==> src/rtl/lsu_mem_master.sv <==
// rtl/lsu_mem_master.sv - load/store initiator with sub-word read-modify-write
//
// Accepts one RV32 load/store at a time, issues it to a word-addressed memory
// and returns extended load data (or a store completion / error) on a
// valid/ready response channel. Sub-word stores are done as read-modify-write
// because the memory only has a whole-word write strobe.
//
// Ports:
//   clk, rst                 clock, synchronous active-high reset
//   req_valid/req_ready      request handshake
//   req_we, req_funct3       1 = store; RISC-V width/sign encoding
//   req_addr, req_wdata      byte address; right-aligned store data
//   rsp_valid/rsp_ready      response handshake
//   rsp_rdata, rsp_err       extended load data (0 for stores/errors); error flag
//   mem_addr, mem_wd, mem_we word index, write data, write strobe
//   mem_rd                   combinational read data for mem_addr
module lsu_mem_master #(
    parameter int ADDR_WIDTH = 5,
    parameter int DATA_WIDTH = 32
) (
    input  logic                  clk,
    input  logic                  rst,
    input  logic                  req_valid,
    output logic                  req_ready,
    input  logic                  req_we,
    input  logic [2:0]            req_funct3,
    input  logic [31:0]           req_addr,
    input  logic [DATA_WIDTH-1:0] req_wdata,
    output logic                  rsp_valid,
    input  logic                  rsp_ready,
    output logic [DATA_WIDTH-1:0] rsp_rdata,
    output logic                  rsp_err,
    output logic [ADDR_WIDTH-1:0] mem_addr,
    output logic [DATA_WIDTH-1:0] mem_wd,
    output logic                  mem_we,
    input  logic [DATA_WIDTH-1:0] mem_rd
);

    typedef enum logic [1:0] {
        IDLE,
        ACCESS,
        WRITE,
        RESP
    } state_t;

    state_t state;
    state_t state_nx;

    logic                  we_q;
    logic [2:0]            f3_q;
    logic [ADDR_WIDTH+1:0] addr_q;
    logic [DATA_WIDTH-1:0] wdata_q;
    logic [DATA_WIDTH-1:0] merged_q;
    logic [DATA_WIDTH-1:0] rdata_q;
    logic                  err_q;

    logic                  req_illegal;
    logic                  is_sw;
    logic                  we_raw;
    logic [7:0]            byte_sel;
    logic [15:0]           half_sel;
    logic [DATA_WIDTH-1:0] load_data;
    logic [DATA_WIDTH-1:0] merge_data;

    // Address bits above the memory index are deliberately ignored (silent wrap).
    logic unused_addr_bits;
    assign unused_addr_bits = ^req_addr[31:ADDR_WIDTH+2];

    // Legality is decided on the raw request so an illegal access never
    // reaches the memory port.
    always_comb begin
        req_illegal = 1'b0;
        case (req_funct3)
            3'b000: req_illegal = 1'b0;
            3'b001: req_illegal = req_addr[0];
            3'b010: req_illegal = (req_addr[1:0] != 2'b00);
            3'b100: req_illegal = req_we;
            3'b101: req_illegal = req_we || req_addr[0];
            default: req_illegal = 1'b1;
        endcase
    end

    assign is_sw = we_q && (f3_q == 3'b010);

    // Lane extraction for loads.
    always_comb begin
        byte_sel = 8'h00;
        case (addr_q[1:0])
            2'd0: byte_sel = mem_rd[7:0];
            2'd1: byte_sel = mem_rd[15:8];
            2'd2: byte_sel = mem_rd[23:16];
            default: byte_sel = mem_rd[31:24];
        endcase
        half_sel = addr_q[1] ? mem_rd[31:16] : mem_rd[15:0];
    end

    always_comb begin
        load_data = '0;
        case (f3_q)
            3'b000: load_data = {{(DATA_WIDTH-8){byte_sel[7]}}, byte_sel};
            3'b001: load_data = {{(DATA_WIDTH-16){half_sel[15]}}, half_sel};
            3'b010: load_data = mem_rd;
            3'b100: load_data = {{(DATA_WIDTH-8){1'b0}}, byte_sel};
            3'b101: load_data = {{(DATA_WIDTH-16){1'b0}}, half_sel};
            default: load_data = '0;
        endcase
    end

    // Sub-word store merge: the current word with one lane replaced.
    always_comb begin
        merge_data = mem_rd;
        if (f3_q == 3'b000) begin
            case (addr_q[1:0])
                2'd0: merge_data[7:0]   = wdata_q[7:0];
                2'd1: merge_data[15:8]  = wdata_q[7:0];
                2'd2: merge_data[23:16] = wdata_q[7:0];
                default: merge_data[31:24] = wdata_q[7:0];
            endcase
        end else if (f3_q == 3'b001) begin
            if (addr_q[1]) begin
                merge_data[31:16] = wdata_q[15:0];
            end else begin
                merge_data[15:0] = wdata_q[15:0];
            end
        end
    end

    always_comb begin
        state_nx = state;
        case (state)
            IDLE: begin
                if (req_valid) begin
                    state_nx = req_illegal ? RESP : ACCESS;
                end
            end
            ACCESS: begin
                if (we_q && !is_sw) begin
                    state_nx = WRITE;
                end else begin
                    state_nx = RESP;
                end
            end
            WRITE: state_nx = RESP;
            RESP: begin
                if (rsp_ready) begin
                    state_nx = IDLE;
                end
            end
            default: state_nx = IDLE;
        endcase
    end

    always_ff @(posedge clk) begin
        if (rst) begin
            state    <= IDLE;
            we_q     <= 1'b0;
            f3_q     <= 3'b000;
            addr_q   <= '0;
            wdata_q  <= '0;
            merged_q <= '0;
            rdata_q  <= '0;
            err_q    <= 1'b0;
        end else begin
            state <= state_nx;
            case (state)
                IDLE: begin
                    if (req_valid) begin
                        we_q    <= req_we;
                        f3_q    <= req_funct3;
                        addr_q  <= req_addr[ADDR_WIDTH+1:0];
                        wdata_q <= req_wdata;
                        err_q   <= req_illegal;
                        rdata_q <= '0;
                    end
                end
                ACCESS: begin
                    if (!we_q) begin
                        rdata_q <= load_data;
                    end else begin
                        merged_q <= merge_data;
                    end
                end
                default: begin
                end
            endcase
        end
    end

    // Write strobe is gated by reset so a reset landing in a write cycle
    // cannot corrupt memory.
    assign we_raw    = ((state == ACCESS) && is_sw) || (state == WRITE);
    assign mem_we    = we_raw && !rst;
    assign mem_wd    = mem_we ? ((state == WRITE) ? merged_q : wdata_q) : '0;
    assign mem_addr  = addr_q[ADDR_WIDTH+1:2];
    assign req_ready = (state == IDLE) && !rst;
    assign rsp_valid = (state == RESP);
    assign rsp_rdata = rdata_q;
    assign rsp_err   = err_q;

endmodule

==> config.mk <==
export PLATFORM = sky130hd
export DESIGN_NAME = lsu_mem_master
export DESIGN_NICKNAME = d
export VERILOG_FILES = /design/src/rtl/lsu_mem_master.sv
export SDC_FILE = /design/constraint.sdc
export NUM_CORES = 1
export LEC_CHECK = 0
export ABC_AREA = 1
export CORE_MARGIN = 2
export CORE_UTILIZATION = 53
export CTS_CLUSTER_DIAMETER = 200
export CTS_CLUSTER_SIZE = 8
export DETAILED_ROUTE_END_ITERATION = 12
export PLACE_DENSITY = 0.91
export SYNTH_ARGS = -nofsm -noshare
export SYNTH_HDL_FRONTEND = slang
export SYNTH_SLANG_ARGS = --single-unit
==> constraint.sdc <==
create_clock -name clk -period 5.11 [get_ports clk]
set_clock_uncertainty 0.15 [all_clocks]
set_input_delay 1.022 -clock clk [delete_from_list [all_inputs] [get_ports clk]]
set_output_delay 1.022 -clock clk [all_outputs]
set_load 0.01 [all_outputs]
==> results of run 1 <==
-- cell families (layout without fill, tap and decap cells) --
logic type	Yosys count	count (layout)	share of synthesized area, %
flip-flops	110	110	34.1
adder cells (fa/ha/maj)	5	5	0.968
AO/OA/AOI/OAI	297	297	24.1
buffers and inverters	175	274	11.9
AND/OR/NAND/NOR	455	455	29.0
-- layer usage --
| layer | share of wire, % | up-vias |
|---|---|---|
| met1 | 43 | 3114 |
| met5 | 0 | - |
| li1 | - | 3554 |
| met3 | 9.8 | 48 |
| met2 | 44 | 410 |
| met4 | 2.6 | 0 |
-- synth_stat cells --
master	count	area share, %
o21ai_0	128	9.9
buf_1	3	0.17
or2_2	1	0.097
inv_2	5	0.29
nor2_4	7	1.2
clkbuf_1	34	2.0
o211ai_2	1	0.19
nand2_2	7	0.68
nor3_1	1	0.077
clkinv_1	1	0.058
buf_4	11	1.3
dfxtp_1	110	34
nand2_4	1	0.17
a21boi_0	1	0.12
buf_6	5	0.87
a21oi_2	5	0.68
nand4_1	2	0.19
nor2_1	80	4.6
nand3_2	2	0.31
nand3_1	55	4.3
a21oi_1	123	9.5
a31oi_1	32	3.1
clkinv_2	1	0.077
o21ai_1	7	0.54
ha_1	5	0.97
inv_1	92	5.3
nand2_1	299	17
buf_2	23	1.8
-- state kept, by name, summed over array words and instances (netlist names) --
| register | flops |
|---|---|
| rsp_rdata | 32 |
| wdata_q | 32 |
| addr_q | 7 |
| state | 2 |
| rsp_err | 1 |
| merged_q | 32 |
| we_q | 1 |
| f3_q | 3 |
-- area by class of cell --
| type | count | area [um2] |
|---|---|---|
| Clock inverter | 7 | 65.1 |
| Timing Repair Buffer | 159 | 1570 |
| Fill cell | 1000 | 3840 |
| Multi-Input combinational cell | 757 | 3500 |
| Clock buffer | 9 | 225 |
| Tap cell | 147 | 184 |
| Sequential cell | 110 | 2200 |
| Inverter | 99 | 373 |
-- stage by stage --
stage | power (uW) | instances
6_report | 3620 | 1288
5_1_grt | 3870 | 1288
4_1_cts | 3590 | 1288
3_5_place_dp | 2890 | 1272
3_3_place_gp | 2860 | 1272
2_1_floorplan | 2450 | 1042
-- power groups by stage --
stage	Sequential, uW	Clock [uW]	Combinational, uW
finish	1170	701	1740
global route	1190	732	1950
floorplan	1150	0	1310
CTS	1170	699	1720
detailed placement	1190	0	1700
global placement	1180	0	1670
-- worst max-delay path: stages (launching register included) --
cell and delay (ns):
dfxtp_1 0.63, nand2_2 0.29, clkinv_2 0.27, nand2_1 0.11, a21oi_2 0.17, inv_2 0.25, a21oi_1 0.23, clkdlybuf4s50_1 0.57
-- path summary, 6_finish.rpt --
check / from / to / slack (ns) / cells past startpoint
worst min-delay path: rsp_rdata[21]$_SDFFE_PP0P_ / rsp_rdata[21]$_SDFFE_PP0P_ / 0.32 / 2
worst max-delay path: f3_q[1]$_SDFFE_PP0P_ / mem_wd[25] / 1.04 / 7
worst max register to register: addr_q[1]$_SDFFE_PP0P_ / rsp_rdata[1]$_SDFFE_PP0P_ / 2.23 / 9
worst min register to register: rsp_rdata[21]$_SDFFE_PP0P_ / rsp_rdata[21]$_SDFFE_PP0P_ / 0.32 / 2
==> results, run 1 <==
- Of the total power, the clock network draws roughly a fifth.
- The final layout contains routed wiring with a total length of about 20 mm.
- After detailed routing, the number of remaining DRC violations is 0.
- After synthesis, flip-flops and latches occupy 34.1% of the total area.
- The fraction of the core area covered by cells at the end of the flow is around 68%.
- Post-CTS timing repair inserted 0 buffers for setup.
- Net switching is approximately 45% of the power.
- Global routing consumed, on the met1 layer, 40.8% of the routing resources.
- The fraction of layout cells with a size suffix above 1 is a little under 5%.
- The worst slew margin relative to its limit is between 20 and 30%.
- After layout, the worst setup slack is between 1 and 1.5 ns.
- The clock tree root driver cell is clkbuf_16.
- The maximum vdd drop is 0.272 mV.
- After clock tree synthesis, the clock-pin slew on the worst setup and hold paths is approximately 0.080 ns.
- Registers are responsible for 32.5% of the overall power.
- The leading cell type in the layout, fill and taps excluded is nand2_1.
- The pre-CTS worst setup slack is between 1 and 1.5 ns.
- The number of nets in the synthesized netlist is between 1k and 1.5k.
- The post-cts gate resize count is 0.
- The kind of capture point of the worst setup path is an output port.
- In this run the cell area of the synthesized design comes to 0.00646 mm2.
- The remaining antenna violation count is 0.
- Data arrives at the worst endpoint at just under 3 ns.
- The clock tree from TritonCTS is built.
- The required time of the worst setup path is ~3.9 ns.
- The CTS sink count is between 100 and 150.
- The worst-path maximum fanout is 32.
- The placed instance area is 0.00783 mm2.
- The share of the cycle needed by the critical path after routing is about 80%.
- The tool flagged a number of max-cap violations equal to 0.
- The path class of the tightest hold or removal check is flop to flop.
- The number of nets in the final layout is between 1k and 1.5k.
- The routability-driven placement congestion ratio is ~0.92.
- The floorplan step set the die height to roughly 110 um.
- In the layout the commonest cells are 298 x nand2_1, 151 x clkdlybuf4s50_1, 128 x o21ai_0.
- The final count of negative-setup-slack endpoints is 0.
- For this design the ratio of total power to cell area is 445 mW/mm2.
- The via count of the routed design is approximately 7.1k.
- The net switching power figure is between 1500 and 2000 uW.
- The number of hold violations in the final report was 0.
- In the final timing run, aggregate negative setup slack is 0 ns.
- The analysis attributes to cell leakage a power of 0.00336 uW.
- The minimum period implied by the final worst setup slack is just over 4 ns.
- For the pin with the worst max-slew slack, the measured transition is 1.09 ns.
- The full die area is ~0.013 mm2.
- The final antenna diode count is 0.
- The number of warnings issued by yosys is 0.
- The area of the placeable core is ~0.012 mm2.
- The number of unique standard cell types used by synthesis is 28.
- The first-pass GRT wire length is about 31 mm.
- The initial antenna violation count is 0.
- The average wire per cell in the routed design is approximately 15 um.
- For this configuration, the core starts out at a cell density of 54.0%.
- The number of iterations in the first detailed-routing pass is 6.
- The met3 track utilization from global routing is between 4 and 5%.
- Dividing the synthesized area by the synthesized cell count gives between 6 and 7 um2.
- Hold is met by around 0.32 ns.
- Clock latency on the worst-skew pair, taken at its later pin, is 0.36 ns.
- The floorplan die width is ~110 um.
- The internal power of the cells totals slightly below 2000 uW.
- In this run, the combinational gates consume between 40% and 50% of the power.
- The wire-length estimate of the detail-placed layout is roughly 14 mm.
- The final global-route overflow total is 0.
- Global routing used approximately 46% of the available met2 tracks.
- Derived from the worst setup path, the maximum achievable clock frequency is 246 MHz.
- The hold buffer count at cts is 0.
- The pin count of the biggest net entering global routing is 66.
- Relative to the synthesized area, the layout overhead comes to 25.7%.
- The cell count after synthesis is 1042.
- After floorplanning, the core was divided into 40 placement rows.
- The routed via count divided by cell count is about 5.5.
- Global routing consumed, over all layers together, ~30% of the routing resources.
- The count of buffers added on input and output ports is about 150.
- The flow ran to the end, and the final reports show no timing, DRC or antenna violations.
- The count of routing violations after the opening detailed-route iteration is ~940.
- The max-slew violation count was 0.
- The flip-flop and latch count after synthesis is 110.
- The clock tree buffer depth is 2.
- The type of the worst setup path is flop to output port.
- During I/O placement, the number of pins put on the boundary was about 180.
- The final design area excluding fillers is ~0.0081 mm2.
- The via count of the first global-routing pass is 6068.
- Setup repair after global routing left no endpoint under its margin.
- The CTS H-tree depth is 3.
- met2 is the most crowded layer.
- The startpoint type of the worst setup path is a flop.
- Counting the buffers created by CTS gives 9.
Note: power is estimated with default switching activity, not from simulation.
==> inputs of run 2 (changes only) <==
--- a/config.mk
+++ b/config.mk
@@ -7,11 +7,11 @@
 export LEC_CHECK = 0
 export ABC_AREA = 1
 export CORE_MARGIN = 2
-export CORE_UTILIZATION = 53
+export CORE_UTILIZATION = 49
 export CTS_CLUSTER_DIAMETER = 200
 export CTS_CLUSTER_SIZE = 8
 export DETAILED_ROUTE_END_ITERATION = 12
-export PLACE_DENSITY = 0.91
+export PLACE_DENSITY = 0.85
 export SYNTH_ARGS = -nofsm -noshare
 export SYNTH_HDL_FRONTEND = slang
 export SYNTH_SLANG_ARGS = --single-unit
==> constraint.sdc (replaced) <==
create_clock -name clk -period 4.26 [get_ports clk]
set_clock_uncertainty 0.15 [all_clocks]
set_input_delay 0.852 -clock clk [delete_from_list [all_inputs] [get_ports clk]]
set_output_delay 0.852 -clock clk [all_outputs]
set_load 0.01 [all_outputs]
==> run 2 against run 1 <==
Power increased by 21%; final area is 0.59% higher; combinational power grew 22%; critical endpoint is now mem_wd[31]; sequential cell count unchanged; largest cell class unchanged; clock power grew 22%; setup slack lost 0.72 ns; via count is 0.86% higher.
==> results, run 2 (same netlist as run 1, synthesis figures left out) <==
- The aggregate global-route resource usage is 28.2%.
- The share of the cycle needed by the critical path after routing is between 90% and 100%.
- The first global-routing pass estimated roughly 32 mm of wire.
- The via count of the first global-routing pass came to about 6.3k.
- In this run the number of H-tree levels came out at 3.
- The final antenna diode count is 0.
- After detailed routing, the number of vias per cell comes to between 5 and 6.
- STA puts the critical path data required time at ~3.3 ns.
- The final global-route overflow total is 0.
- In this run the power spent charging and discharging nets is a little under 2000 uW.
- The maximum vdd drop is approximately 0.27 mV.
- Internal power comes to between 2000 and 2500 uW.
- Traced cell by cell, the critical path runs through inv_1 -> ha_1 -> clkinv_1 -> a21oi_2 -> inv_2 -> a21oi_1 -> clkdlybuf4s50_1.
- The worst-margin pin slew is 0.737 ns.
- In the layout the commonest cells are 298 x nand2_1, 151 x clkdlybuf4s50_1, 128 x o21ai_0.
- The clock latency reported for the late side of the worst-skew pair is ~0.36 ns.
- The number of hold violations in the final report is 0.
- The flow ran to the end, and the final reports show no timing, DRC or antenna violations.
- The share of total power dissipated in the clock network is between 10% and 20%.
- The root buffer cell chosen for the clock tree is clkbuf_16.
- The type of the tightest min-delay check is flop to flop.
- The fmax is between 200 and 300 MHz.
- The count of routing violations after the opening detailed-route iteration is around 720.
- The area growth from synthesis to layout is 26.4%.
- Entering global routing, the biggest net connects 66 pins.
- In this run the standard cell core region covers around 0.013 mm2.
- The buffers plus inverters on the worst setup path is 4.
- The die is 119 um tall.
- The number of cell rows is about 40.
- The sequential fraction of design power is 31.8%.
- The post-cts gate resize count is 0.
- between 150 and 200 I/O pins were placed.
- In this design, the largest share of critical-path delay is due to buffers and inverters.
- The via count of the routed design is slightly above 7k.
- The kind of capture point of the worst setup path is an output port.
- After layout, the minimum clock period comes to ~4 ns.
- Measured against its own limit, the worst slew margin works out to between 50% and 60%.
- For this design the ratio of total power to cell area is ~530 mW/mm2.
- Routability-driven placement finished with a final weighted congestion of 0.951.
- Setup total negative slack on the finished layout was measured at 0 ns.
- The full die area is about 0.014 mm2.
- For this configuration, the core starts out at a cell density of between 50% and 60%.
- In this run the post-CTS setup repair buffer count came out at 0.
- In the final design database the tool counted roughly 1.2k nets.
- The detailed-placement wirelength estimate is 14.3 mm.
- The CTS sink count is 110.
- The type of the worst setup path is flop to output port.
- The startpoint type of the worst setup path is a flop.
- The total clock buffers created by CTS is 9.
- The final count of negative-setup-slack endpoints is 0.
- The clock-pin transition on the worst setup and hold timing paths is about 0.070 ns.
- The floorplan step set the die width to 119 um.
- For this design, the CTS-stage hold fixing added 0 buffers.
- Cells with a size suffix above 1 make up under 10% of the layout.
- The worst hold slack across all endpoints is approximately 0.32 ns.
- Among all stages on the critical path, the largest delay is contributed by clkdlybuf4s50_1.
- For this block, the routed nets add up to around 20 mm of wire.
- The largest single stage delay on the critical path is a little under 0.6 ns.
- The worst-path maximum fanout is 32.
- In this run the deepest clock path goes through 2 buffers.
- The count of buffers added on input and output ports is 151.
- The remaining antenna violation count is 0.
- In the final routed layout, each cell accounts on average for 15.5 um.
- In this run switching power makes up about 45% of total power.
- In this run, the combinational gates consume between 40 and 50% of the power.
- Setup repair after global routing left no endpoint under its margin.
- The library cell used most frequently in the layout, excluding fill and tap cells, is nand2_1.
- In this run the static leakage power is roughly 0.0034 uW.
- The initial antenna violation count was 0.
- The layout has 1215 filler cells.
- For the worst setup path, the data arrival time is approximately 2.9 ns.
- After detailed routing, the number of remaining DRC violations is 0.
- The number of iterations in the first detailed-routing pass is 6.
- The max-capacitance violation count is 0.
- The max-slew violation count is 0.
- The clock tree from TritonCTS is built.
[run 2: layout make-up]
| class | instances | area [um2] | share of cell area, % |
|---|---|---|---|
| Clock buffer | 10 | 229 | 2.80 |
| Clock inverter | 5 | 60.1 | 0.735 |
| Inverter | 99 | 373 | 4.57 |
| Multi-Input combinational cell | 757 | 3500 | 42.8 |
| Sequential cell | 110 | 2200 | 27.0 |
| Tap cell | 172 | 215 | 2.64 |
| Timing Repair Buffer | 160 | 1590 | 19.5 |
[run 2: power by group through the flow]
stage,Combinational [uW],Clock (uW),Sequential (uW)
after floorplan,1570,0,1380
after global placement,2050,0,1400
after detailed placement,2090,0,1410
after CTS,2100,857,1390
after global routing,2370,903,1420
final,2120,853,1390
[run 2: final timing paths]
| path | cells past startpoint | endpoint | slack, ns | start |
|---|---|---|---|---|
| min | 2 | rsp_rdata[19]$_SDFFE_PP0P_ | 0.32 | rsp_rdata[19]$_SDFFE_PP0P_ |
| min reg2reg | 2 | rsp_rdata[19]$_SDFFE_PP0P_ | 0.32 | rsp_rdata[19]$_SDFFE_PP0P_ |
| max reg2reg | 8 | rsp_rdata[14]$_SDFFE_PP0P_ | 1.89 | f3_q[1]$_SDFFE_PP0P_ |
| max | 7 | mem_wd[31] | 0.32 | state[0]$_SDFFE_PP0P_ |
[run 2: stage by stage]
| stage | cell area [um2] | setup slack [ns] | cells | utilization [%] | total power, uW |
|---|---|---|---|---|---|
| finish | 8170 | 0.325 | 1313 | 64.2 | 4360 |
| global route | 8170 | 0.123 | 1313 | 64.2 | 4690 |
| CTS | 8170 | 0.312 | 1313 | 64.2 | 4340 |
| detailed placement | 7880 | 0.614 | 1298 | 61.9 | 3490 |
| global placement | 7880 | 0.738 | 1298 | 61.9 | 3450 |
| floorplan | 6460 | 1.65 | 1042 | - | 2940 |
[run 2: metal layers]
metal  vias up  global-route usage [%]  share of wire, %
li1       3553                       -                 -
met1      3225                    39.0                43
met2       363                    44.4                46
met3        46                    4.41               8.7
met4         0                    10.6               2.9
met5         -                       0                 0
[run 2: worst register-to-register path, stage by stage (launching register included)]
cell and delay (ns):
dfxtp_1 0.62, nor2_4 0.10, nand2_1 0.08, buf_4 0.49, inv_1 0.12, nand3_2 0.39, nand2_1 0.13, nand2_1 0.09
a21oi_1 0.06
==> inputs of run 3 (changes only) <==
--- a/config.mk
+++ b/config.mk
@@ -6,6 +6,7 @@
 export NUM_CORES = 1
 export LEC_CHECK = 0
 export ABC_AREA = 1
+export CAP_MARGIN = 20
 export CORE_MARGIN = 2
 export CORE_UTILIZATION = 49
 export CTS_CLUSTER_DIAMETER = 200
==> results of run 3 <==
The final DEF is identical to that of run 2; final timing and power are the same.
